`src/rtl/tte_hash_pkg.sv`:
```
// Shared definitions for the TTE flow hash table write-port controller.
//   HASH_W    : table address width
//   FLOW_W    : flow key width
//   TBL_DEPTH : number of table entries (2**HASH_W)
//   state_e   : controller FSM states
//   wdata_t   : table write word {valid, flow}
package tte_hash_pkg;

  localparam int HASH_W    = 10;
  localparam int FLOW_W    = 120;
  localparam int TBL_DEPTH = 1 << HASH_W;

  typedef enum logic [1:0] {
    IDLE  = 2'd0,
    WRITE = 2'd1,
    CLEAR = 2'd2
  } state_e;

  typedef struct packed {
    logic              valid;
    logic [FLOW_W-1:0] flow;
  } wdata_t;

  // Encoding of last_grant: index of the requester that won most recently.
  localparam logic GNT_BUS = 1'b0;
  localparam logic GNT_LRN = 1'b1;

endpackage

```
`src/rtl/tte_hash_ctrl_if.sv`:
```
// Bus, learn and table-port signals of the hash table write controller.
//   slave  : the controller (consumes bus/learn requests, drives the table port)
//   master : the environment (register-bus front end, learner, table RAM side)
interface tte_hash_ctrl_if;
  import tte_hash_pkg::*;

  logic              bus_update;
  logic [FLOW_W-1:0] bus_flow;
  logic [HASH_W-1:0] bus_hash;
  logic              bus_clear;
  logic              lrn_req;
  logic [FLOW_W-1:0] lrn_flow;
  logic [HASH_W-1:0] lrn_hash;
  logic              lrn_ack;
  logic              tbl_we;
  logic [HASH_W-1:0] tbl_addr;
  wdata_t            tbl_wdata;
  logic              busy;
  logic              clear_done;
  logic [7:0]        drop_cnt;

  modport slave (
    input  bus_update, bus_flow, bus_hash, bus_clear, lrn_req, lrn_flow, lrn_hash,
    output lrn_ack, tbl_we, tbl_addr, tbl_wdata, busy, clear_done, drop_cnt
  );

  modport master (
    output bus_update, bus_flow, bus_hash, bus_clear, lrn_req, lrn_flow, lrn_hash,
    input  lrn_ack, tbl_we, tbl_addr, tbl_wdata, busy, clear_done, drop_cnt
  );

endinterface

```
`src/rtl/tte_hash_ctrl_rr_arb2.sv`:
```
// Two-requester round-robin arbiter (purely combinational).
//   req_i        : [0] bus update pending, [1] learn request
//   last_grant_i : index of the previous winner
//   enable_i     : grants are only issued while high
//   grant_o      : one-hot grant
//   last_grant_o : winner index to store; unchanged when nothing is granted
module tte_rr_arb2
  import tte_hash_pkg::*;
(
  input  logic [1:0] req_i,
  input  logic       last_grant_i,
  input  logic       enable_i,
  output logic [1:0] grant_o,
  output logic       last_grant_o
);

  // NOTE: every output of a combinational block gets a default first so no
  // path leaves it unassigned, which would infer a latch.
  always_comb begin
    grant_o      = 2'b00;
    last_grant_o = last_grant_i;
    if (enable_i) begin
      unique case (req_i)
        2'b01:   grant_o = 2'b01;
        2'b10:   grant_o = 2'b10;
        // Contention: the requester that did not win last time goes now.
        2'b11:   grant_o = (last_grant_i == GNT_LRN) ? 2'b01 : 2'b10;
        default: grant_o = 2'b00;
      endcase
    end
    if (grant_o[1])      last_grant_o = GNT_LRN;
    else if (grant_o[0]) last_grant_o = GNT_BUS;
  end

endmodule

```
`src/rtl/tte_hash_ctrl.sv`:
```
// Write-port controller for the TTE flow hash table. Serialises bus updates,
// learn writes and full-table clear sweeps onto the single table write port.
//   clk, rstn : clock, asynchronous active-low reset
//   hif       : bus update/clear pulses, learn req/ack, table write port,
//               busy, clear_done and saturating drop counter
module tte_hash_ctrl
  import tte_hash_pkg::*;
(
  input  logic           clk,
  input  logic           rstn,
  tte_hash_ctrl_if.slave hif
);

  state_e            state_q, state_d;
  logic              bus_pend_q, bus_pend_d;
  logic [FLOW_W-1:0] bus_flow_q, bus_flow_d;
  logic [HASH_W-1:0] bus_hash_q, bus_hash_d;
  logic              clr_pend_q, clr_pend_d;
  logic              last_grant_q, last_grant_d;
  logic              lrn_ack_q, lrn_ack_d;
  logic              tbl_we_q, tbl_we_d;
  logic [HASH_W-1:0] tbl_addr_q, tbl_addr_d;
  wdata_t            tbl_wdata_q, tbl_wdata_d;
  logic              clear_done_q, clear_done_d;
  logic [7:0]        drop_cnt_q, drop_cnt_d;

  logic [1:0]        grant;
  logic              clr_take;
  logic              sweep_end;

  // A pending clear pre-empts arbitration; grant[0] = bus, grant[1] = learn.
  assign clr_take  = (state_q == IDLE) && clr_pend_q;
  assign sweep_end = (state_q == CLEAR) && (tbl_addr_q == HASH_W'(TBL_DEPTH - 1));

  tte_rr_arb2 u_arb (
    .req_i        ({hif.lrn_req, bus_pend_q}),
    .last_grant_i (last_grant_q),
    .enable_i     ((state_q == IDLE) && !clr_pend_q),
    .grant_o      (grant),
    .last_grant_o (last_grant_d)
  );

  // State and control registers.
  // NOTE: sequential state is assigned with non-blocking (<=) so every
  // register samples the pre-edge values regardless of statement order.
  always_ff @(posedge clk or negedge rstn) begin
    if (!rstn) begin
      state_q      <= IDLE;
      bus_pend_q   <= 1'b0;
      clr_pend_q   <= 1'b0;
      last_grant_q <= GNT_BUS;
      lrn_ack_q    <= 1'b0;
      tbl_we_q     <= 1'b0;
      tbl_addr_q   <= '0;
      tbl_wdata_q  <= '0;
      clear_done_q <= 1'b0;
      drop_cnt_q   <= '0;
    end else begin
      state_q      <= state_d;
      bus_pend_q   <= bus_pend_d;
      clr_pend_q   <= clr_pend_d;
      last_grant_q <= last_grant_d;
      lrn_ack_q    <= lrn_ack_d;
      tbl_we_q     <= tbl_we_d;
      tbl_addr_q   <= tbl_addr_d;
      tbl_wdata_q  <= tbl_wdata_d;
      clear_done_q <= clear_done_d;
      drop_cnt_q   <= drop_cnt_d;
    end
  end

  // NOTE: the captured bus key/index carry no reset; they are only consumed
  // while bus_pend_q is set, which is itself reset.
  always_ff @(posedge clk) begin
    bus_flow_q <= bus_flow_d;
    bus_hash_q <= bus_hash_d;
  end

  // Next-state logic.
  always_comb begin
    state_d = state_q;
    unique case (state_q)
      IDLE:    if (clr_pend_q) state_d = CLEAR;
               else if (|grant) state_d = WRITE;
      WRITE:   state_d = IDLE;
      CLEAR:   if (sweep_end) state_d = IDLE;
      default: state_d = IDLE;
    endcase
  end

  // Registered table-port outputs.
  always_comb begin
    lrn_ack_d    = 1'b0;
    tbl_we_d     = 1'b0;
    clear_done_d = 1'b0;
    tbl_addr_d   = tbl_addr_q;
    tbl_wdata_d  = tbl_wdata_q;
    unique case (state_q)
      IDLE: begin
        if (clr_pend_q) begin
          tbl_we_d    = 1'b1;
          tbl_addr_d  = '0;
          tbl_wdata_d = '0;
        end else if (grant[0]) begin
          tbl_we_d    = 1'b1;
          tbl_addr_d  = bus_hash_q;
          tbl_wdata_d = '{valid: 1'b1, flow: bus_flow_q};
        end else if (grant[1]) begin
          tbl_we_d    = 1'b1;
          lrn_ack_d   = 1'b1;
          tbl_addr_d  = hif.lrn_hash;
          tbl_wdata_d = '{valid: 1'b1, flow: hif.lrn_flow};
        end
      end
      CLEAR: begin
        if (sweep_end) begin
          clear_done_d = 1'b1;
        end else begin
          tbl_we_d   = 1'b1;
          tbl_addr_d = tbl_addr_q + HASH_W'(1);
        end
      end
      default: ;
    endcase
  end

  // Pending flags and drop counter. A bus update is accepted when the slot is
  // free or is being handed to the table at this very edge; otherwise the
  // earlier update keeps the slot and the new one is counted as dropped.
  always_comb begin
    bus_pend_d = bus_pend_q;
    bus_flow_d = bus_flow_q;
    bus_hash_d = bus_hash_q;
    drop_cnt_d = drop_cnt_q;
    clr_pend_d = clr_pend_q;
    if (clr_take || grant[0]) bus_pend_d = 1'b0;
    if (hif.bus_update) begin
      if (!bus_pend_q || grant[0]) begin
        bus_pend_d = 1'b1;
        bus_flow_d = hif.bus_flow;
        bus_hash_d = hif.bus_hash;
      end else if (drop_cnt_q != 8'hFF) begin
        drop_cnt_d = drop_cnt_q + 8'd1;
      end
    end
    if (clr_take) clr_pend_d = 1'b0;
    if (hif.bus_clear && (state_q != CLEAR)) clr_pend_d = 1'b1;
  end

  assign hif.lrn_ack    = lrn_ack_q;
  assign hif.tbl_we     = tbl_we_q;
  assign hif.tbl_addr   = tbl_addr_q;
  assign hif.tbl_wdata  = tbl_wdata_q;
  assign hif.clear_done = clear_done_q;
  assign hif.drop_cnt   = drop_cnt_q;
  assign hif.busy       = (state_q != IDLE) || bus_pend_q || clr_pend_q;

endmodule

```
`src/flat_wrapper.sv`:
```
// flat-port wrapper written by rule: the top's interface ports become plain ports
module tte_hash_ctrl_flat import tte_hash_pkg::*;
  (clk, rstn, hif_bus_update, hif_bus_flow, hif_bus_hash, hif_bus_clear, hif_lrn_req, hif_lrn_flow, hif_lrn_hash, hif_lrn_ack, hif_tbl_we, hif_tbl_addr, hif_tbl_wdata, hif_busy, hif_clear_done, hif_drop_cnt);
  tte_hash_ctrl_if hif_i ();
  input  logic clk;
  input  logic rstn;
  input wire logic [$bits(hif_i.bus_update)-1:0] hif_bus_update;
  input wire logic [$bits(hif_i.bus_flow)-1:0] hif_bus_flow;
  input wire logic [$bits(hif_i.bus_hash)-1:0] hif_bus_hash;
  input wire logic [$bits(hif_i.bus_clear)-1:0] hif_bus_clear;
  input wire logic [$bits(hif_i.lrn_req)-1:0] hif_lrn_req;
  input wire logic [$bits(hif_i.lrn_flow)-1:0] hif_lrn_flow;
  input wire logic [$bits(hif_i.lrn_hash)-1:0] hif_lrn_hash;
  output wire logic [$bits(hif_i.lrn_ack)-1:0] hif_lrn_ack;
  output wire logic [$bits(hif_i.tbl_we)-1:0] hif_tbl_we;
  output wire logic [$bits(hif_i.tbl_addr)-1:0] hif_tbl_addr;
  output wire logic [$bits(hif_i.tbl_wdata)-1:0] hif_tbl_wdata;
  output wire logic [$bits(hif_i.busy)-1:0] hif_busy;
  output wire logic [$bits(hif_i.clear_done)-1:0] hif_clear_done;
  output wire logic [$bits(hif_i.drop_cnt)-1:0] hif_drop_cnt;
  assign hif_i.bus_update = hif_bus_update;
  assign hif_i.bus_flow = hif_bus_flow;
  assign hif_i.bus_hash = hif_bus_hash;
  assign hif_i.bus_clear = hif_bus_clear;
  assign hif_i.lrn_req = hif_lrn_req;
  assign hif_i.lrn_flow = hif_lrn_flow;
  assign hif_i.lrn_hash = hif_lrn_hash;
  assign hif_lrn_ack = hif_i.lrn_ack;
  assign hif_tbl_we = hif_i.tbl_we;
  assign hif_tbl_addr = hif_i.tbl_addr;
  assign hif_tbl_wdata = hif_i.tbl_wdata;
  assign hif_busy = hif_i.busy;
  assign hif_clear_done = hif_i.clear_done;
  assign hif_drop_cnt = hif_i.drop_cnt;
  tte_hash_ctrl u_core (.clk(clk), .rstn(rstn), .hif(hif_i));
endmodule
```
`config.mk`:
```
export PLATFORM = sky130hd
export DESIGN_NAME = tte_hash_ctrl_flat
export DESIGN_NICKNAME = d
export VERILOG_FILES = /design/src/rtl/tte_hash_pkg.sv /design/src/rtl/tte_hash_ctrl_if.sv /design/src/rtl/tte_hash_ctrl_rr_arb2.sv /design/src/rtl/tte_hash_ctrl.sv /design/src/flat_wrapper.sv
export SDC_FILE = /design/constraint.sdc
export NUM_CORES = 1
export LEC_CHECK = 0
export CAP_MARGIN = 25
export CORE_ASPECT_RATIO = 2
export CORE_MARGIN = 2
export CORE_UTILIZATION = 32
export CTS_CLUSTER_SIZE = 28
export DETAILED_ROUTE_END_ITERATION = 16
export REMOVE_ABC_BUFFERS = 1
export SLEW_MARGIN = 20
export SYNTH_ARGS = -nofsm -noshare
export SYNTH_HDL_FRONTEND = slang
export SYNTH_SLANG_ARGS = --single-unit
```
`constraint.sdc`:
```
create_clock -name clk -period 10.1 [get_ports clk]
set_clock_uncertainty 0.15 [all_clocks]
set_input_delay 1.01 -clock clk [delete_from_list [all_inputs] [get_ports clk]]
set_output_delay 1.01 -clock clk [all_outputs]
set_load 0.05 [all_outputs]
```
# Word level (Yosys, flattened, before mapping)
# Index checks and enable logic that the tools add are counted.
totals:
  input_bits: 265
  out_inout_bits: 143
  elab_cells: 81
  reg_bits: 277
op_classes:
  n_eq_ne: 11
  n_bitwise: 1
  muxes: 32
  addsub: 2
  n_reduce_logical: 22
ops:
  columns: ["operator", "count"]
  rows:
  - ["2-to-1 mux 121 bit", 3]
  - ["2-to-1 mux 10 bit", 4]
  - ["case mux 10 bit (2 select lines)", 1]
  - ["2-to-1 mux 1 bit", 16]
  - ["adder 10 x 1 -> 10 bit, second input constant", 1]
  - ["== test 10 bit, second input constant", 1]
  - ["2-to-1 mux 2 bit", 5]
  - ["adder 8 x 1 -> 8 bit, second input constant", 1]
  - ["inequality test 8 bit, second input constant", 1]
  - ["nonzero test 2 bit", 4]
  - ["== test 2 bit, second input constant", 3]
  - ["case mux 2 bit (3 select lines)", 1]
  - ["AND reduction 2 bit", 3]
  - ["AND reduction 3 bit", 2]
  - ["logical AND 1 bit", 4]
  - ["logical OR 1 bit", 4]
  - ["inequality test 2 bit, second input constant", 2]
  - ["inequality test 4 x 1 -> 1 bit, second input constant", 1]
  - ["case mux 2 bit (2 select lines)", 1]
  - ["inequality test 3 x 2 -> 1 bit, second input constant", 1]
  - ["nonzero test 3 bit", 1]
  - ["== test 2 x 1 -> 1 bit, second input constant", 1]
  - ["logical NOT 1 bit", 2]
  - ["logical NOT 2 bit", 1]
  - ["4 further kinds", 4]

# Logic depth before layout (Yosys ltp)
logic_depth:
  ltp_word: 7
  depth_mapped: 7
  ltp_nobuf: 6

# Hierarchy
# A second synthesis with hierarchy kept.
unflattened:
  hier_cells: 797
  hier_area_um2: 10889.2
by_module_without_submodules:
  columns: ["mod", "instances", "cells_per_inst", "seq_area_each_um2", "area_per_inst_um2"]
  rows:
  - ["tte_hash_ctrl", 1, 790, 7582.3, 10852.9]
  - ["tte_rr_arb2", 1, 7, 0.0, 36.3]

# Worst setup path before layout
# Ideal clock, no wire load.
synth_timing:
  kind: "input to register"
  startpoint: "in hif_lrn_req"
  endpoint: "reg u_core.bus_flow_q[0] (enable)"
  arrival_time_ns: 7.640
  required_time_ns: 9.295
  setup_ns: 0.655
  n_path_buf: 2
  stages: 5
  setup_slack_ns: 1.654
  cell_sequence: "nand2b_1 nand3_1 buf_2 buf_4 a21boi_1"
synth_via:
  elab_chain_len: 5
  word_cells_on_any_way: 7
  classes_between: "eq/ne (3); mux (2); reduce/logical (2)"
synth_lines:
  columns: ["element", "line_no", "source"]
  rows:
  - ["start: declaration", "flat_wrapper.sv:11", "input wire logic [$bits(hif_i.lrn_req)-1:0] hif_lrn_req;"]
  - ["== test 2 bit / == test 2 x 1 -> 1 bit (equally long branches)", "tte_hash_ctrl_rr_arb2.sv:23", "unique case (req_i)"]
  - ["case mux 2 bit (3 select lines) (*)", "tte_hash_ctrl_rr_arb2.sv:23", null]
  - ["2-to-1 mux 2 bit (*)", "tte_hash_ctrl_rr_arb2.sv:22", "if (enable_i) begin"]
  - ["logical OR 1 bit (*)", "tte_hash_ctrl.sv:138", "if (!bus_pend_q || grant[0]) begin"]
  - ["AND reduction 2 bit (no source line) (*)", null, null]
  - ["end signal: assignment", "tte_hash_ctrl.sv:75", "bus_flow_q <= bus_flow_d;"]
  - ["end: declaration", "tte_hash_ctrl.sv:16", "logic [FLOW_W-1:0] bus_flow_q, bus_flow_d;"]
# Mark *: on every way between the ends. The rest lies on a longest branch, timed or not.
# A chain may end at the register's enable or synchronous reset.

# Worst setup path after layout
layout_timing:
  startpoint: "reg u_core.bus_pend_q"
  endpoint: "out hif_busy"
layout_via:
  elab_chain_len: 2
layout_lines:
  columns: ["element", "line_no", "source"]
  rows:
  - ["start: declaration", "tte_hash_ctrl.sv:15", "logic bus_pend_q, bus_pend_d;"]
  - ["start signal: assignment", "tte_hash_ctrl.sv:60", "bus_pend_q <= bus_pend_d;"]
  - ["logical OR 1 bit (2 in a row)", "tte_hash_ctrl.sv:156", "assign hif.busy = (state_q != IDLE) || bus_pend_q || clr_pend_q;"]
  - ["end: declaration", "flat_wrapper.sv:18", "output wire logic [$bits(hif_i.busy)-1:0] hif_busy;"]
# No other way between the ends.

==> results by group <==
Pwr
  • Max IR drop VDD: slightly below 0.2 mV
  • P_sw: roughly 0.0021 W
  • Cell leakage power: ~7 nW
  • Sw Ratio: 41.7%
  • Power share of the clock group: 21.9%
  • Int Pwr: a little under 0.003 W
  • Total Power: 0.00498 W
  • Power per cell area: between 200 and 300 mW/mm^2
  • Seq pwr share: 34.7%
  • Logic pwr share: a little over two fifths

Routing
  • Routed wire per std cell: 21.3 um
  • DR DRC count: 0
  • DRT iter0 DRCs: 327
  • Via density: just under 5
  • Final ANT Viol Nets: 0
  • Detailed-route via count: approximately 8.3k
  • Total wire length: 36.3 mm
  • First-pass DRT Iterations: 5

Placement
  • Dpl cell area: about 0.016 sq mm
  • PortBufs: between 400 and 500
  • Detail Placement HPWL: between 20 and 30 mm
  • Gpl congestion: 0.813
  • Placed Cells: about 1.6k

Logic synthesis
  • Mean post-synth cell area: 13.4 sq um
  • Yosys reg bits: ~280
  • Synth Warn #: 0
  • Sequential fraction of the synthesis area: roughly 68%
  • Most area-consuming cells after synthesis: edfxtp_1 35%, dfrtp_1 33%, mux2i_1 11%
  • Unique masters post-synth: 52
  • Main flop type after synthesis: dfrtp_1
  • Post-synth ARST share: 53.1%
  • Share of the synthesized area in the top cell type: between 30% and 40%
  • Post-Syn Area: 0.0112 sq mm
  • Cells after synthesis: between 800 and 900
  • EDFF count, synth: 130
  • Cell taking the most area after synthesis: edfxtp_1

Cells and area
  • Finished Layout Cells: roughly 1.7k
  • Fin area: ~0.017 sq mm
  • Share of cells above drive strength 1: approximately 5.7%
  • Syn-to-layout area delta: 48.6%
  • Most frequent cells in the layout: 406 x clkdlybuf4s50_1, 147 x dfrtp_1, 132 x nand3_1, 130 x edfxtp_1, 119 x mux2i_1
  • Leading cell type in the layout, fill and taps excluded: clkdlybuf4s50_1
  • Layout Nets: between 1k and 1.5k

GRT
  • Initial antenna violation count: 15
  • First-pass GRT wire length: 53.4 mm
  • Largest net degree at the start of global routing: 107
  • Vias in the first global route: ~8.6k
  • Total congestion overflow: 0
  • GRT Total Usage: about a fifth

Timing
  • Max Slew Vio Count: 0
  • Slew margin rel.: between 30% and 40%
  • Fmax: roughly 270 MHz
  • Worst-margin pin slew: between 0.9 and 1 ns
  • Ratio of final minimum period to clock period: a little under two fifths
  • RSZ-0062 raised after global routing: no
  • Final hold violation count: 0
  • Endpoints failing setup: 0
  • Fin crit period: about 3.7 ns
  • Hold_ws: 0.326 ns

Hold path
  • Hold Path End: u_core.hif.tbl_wdata[120]
  • Worst hold start: u_core.hif.tbl_wdata[120]
  • Worst hold path type: flop to flop
  • Hold depth: 2

Setup path
  • CP max stage cell: dfrtp_1
  • Worst path cell trace: inv_1, nand2_1, clkdlybuf4s50_1
  • Critical path fanouts, max: 18
  • FF-to-FF setup slack: between 6 and 7 ns
  • Critical path required time: around 8.9 ns
  • FF-to-FF End: u_core.bus_flow_q[82]
  • Worst r2r src: u_core.clr_pend_q
  • Worst Path Arrival: between 2 and 3 ns
  • Critical path class: flop to output pin
  • Worst Setup End Kind: output pin
  • Setup crit start kind: flop
  • Worst R2R Path Depth: 4
  • Crit path largest cell delay: 0.86 ns

Clock tree
  • Worst skew pair latency: about 0.56 ns
  • Setup bufs post-CTS: 0
  • Cts hold-fix bufs: 0
  • Post-cts sizing count: 0
  • TritonCTS buffer count: 27
  • CTS sink cnt: 277
  • CTS max path bufs: 3
  • CTS clk-pin slew, worst paths: roughly 0.060 ns
  • CTS tree: done
  • H-tree levels: 1
  • Root buffer cell: clkbuf_16

Outcome
  • Run status: finished, final reports clean

Floorplan
  • Die ar.: roughly 0.037 sq mm
  • Starting density of the core: 32.2%
  • Die Width: 136 um
  • Core box area: about 0.035 sq mm
  • IO Pins: about 400
  • Core Rows: 97
  • Die height: 269 um

Run
  • Maxcap violations: 0
-- how the worst max path moves through the flow --
stage,from,endpoint,slack (ns),cells after the start
floorplan,hif_lrn_req,u_core.bus_flow_q[0],-4.18,3
global placement,hif_lrn_req,u_core.bus_flow_q[48],5.82,5
detailed placement,hif_lrn_req,u_core.bus_flow_q[48],5.72,5
CTS,u_core.bus_pend_q,hif_busy,6.32,3
global route,hif_lrn_req,u_core.bus_flow_q[103],6.12,5
finish,u_core.bus_pend_q,hif_busy,6.35,3
-- worst max-delay path, delay by kind of cell, from the launching register on --
| kind | cells | cell delay [ns] |
|---|---|---|
| DFF | 1 | 0.86 |
| buffers and inverters | 2 | 1.05 |
| and+or+nand+nor | 1 | 0.12 |
-- per-layer routing --
metal / track usage (%) / wire (um) / up-vias / part of all wire [%]
met4: 9.23 / 1350 / 8 / 3.7
li1: - / - / 3916 / -
met5: 0 / 58 / - / 0.16
met1: 21.6 / 12700 / 4004 / 35
met2: 35.6 / 20400 / 271 / 56
met3: 3.40 / 1810 / 73 / 5.0
-- sequential cells by signal, indices dropped and copies added (netlist names) --
signal	count
u_core.hif.tbl_wdata	121
u_core.bus_flow_q	120
u_core.bus_hash_q	10
u_core.hif.tbl_addr	10
u_core.hif.drop_cnt	8
u_core.state_q	2
u_core.bus_pend_q	1
u_core.clr_pend_q	1
u_core.hif.clear_done	1
u_core.hif.lrn_ack	1
u_core.hif.tbl_we	1
u_core.last_grant_q	1
-- synth_stat cells, types with 7 or more instances --
library cell and n:
o21ai_0 56, clkbuf_1 26, buf_2 24, nand4_1 12, o211ai_1 7, mux2i_1 119, edfxtp_1 130, nand2_1 17
dfrtp_1 147, buf_6 7, o21ai_1 74, nand3_1 133, xor2_1 7, a22o_1 8
-- power by group through the flow --
stage	clock [W]	sequential, W	combinational [W]
floorplan	0	0.00240	0.000796
global placement	0	0.00174	0.00215
detailed placement	0	0.00175	0.00217
CTS	0.00113	0.00173	0.00217
global route	0.00117	0.00177	0.00230
finish	0.00109	0.00173	0.00216
-- per-stage QoR --
step / utilization [%] / setup slack (ns) / setup TNS [ns]
after global placement: 44.9 / 5.82 / 0
after detailed placement: 44.9 / 5.72 / 0
after floorplan: - / -4.18 / -547.99
after CTS: 47.6 / 6.32 / 0
after global routing: 47.8 / 6.12 / 0
final: 47.8 / 6.35 / 0
-- cell type report --
class / instances / area [sq um]
Timing Repair Buffer: 418 / 4180
Sequential cell: 277 / 7580
Antenna cell: 13 / 32.5
Multi-Input combinational cell: 494 / 3330
Tap cell: 445 / 557
Clock buffer: 36 / 769
Clock inverter: 14 / 189
Inverter: 5 / 18.8
Fill cell: 3162 / 18200
-- logic make-up (layout without fill, tap and decap cells) --
family / count (synthesis) / in the layout / synth area share, %
XOR/XNOR: 7 / 7 / 0.547
buffers and inverters: 67 / 473 / 3.01
AND/OR/NAND/NOR: 200 / 200 / 9.56
AO/OA/AOI/OAI: 165 / 165 / 8.32
adder cells (fa/ha/maj): 2 / 2 / 0.223
multiplexers: 120 / 120 / 10.7
flip-flops: 277 / 277 / 67.6
other: 0 / 13 / 0
Note: power is estimated with default switching activity, not from simulation.
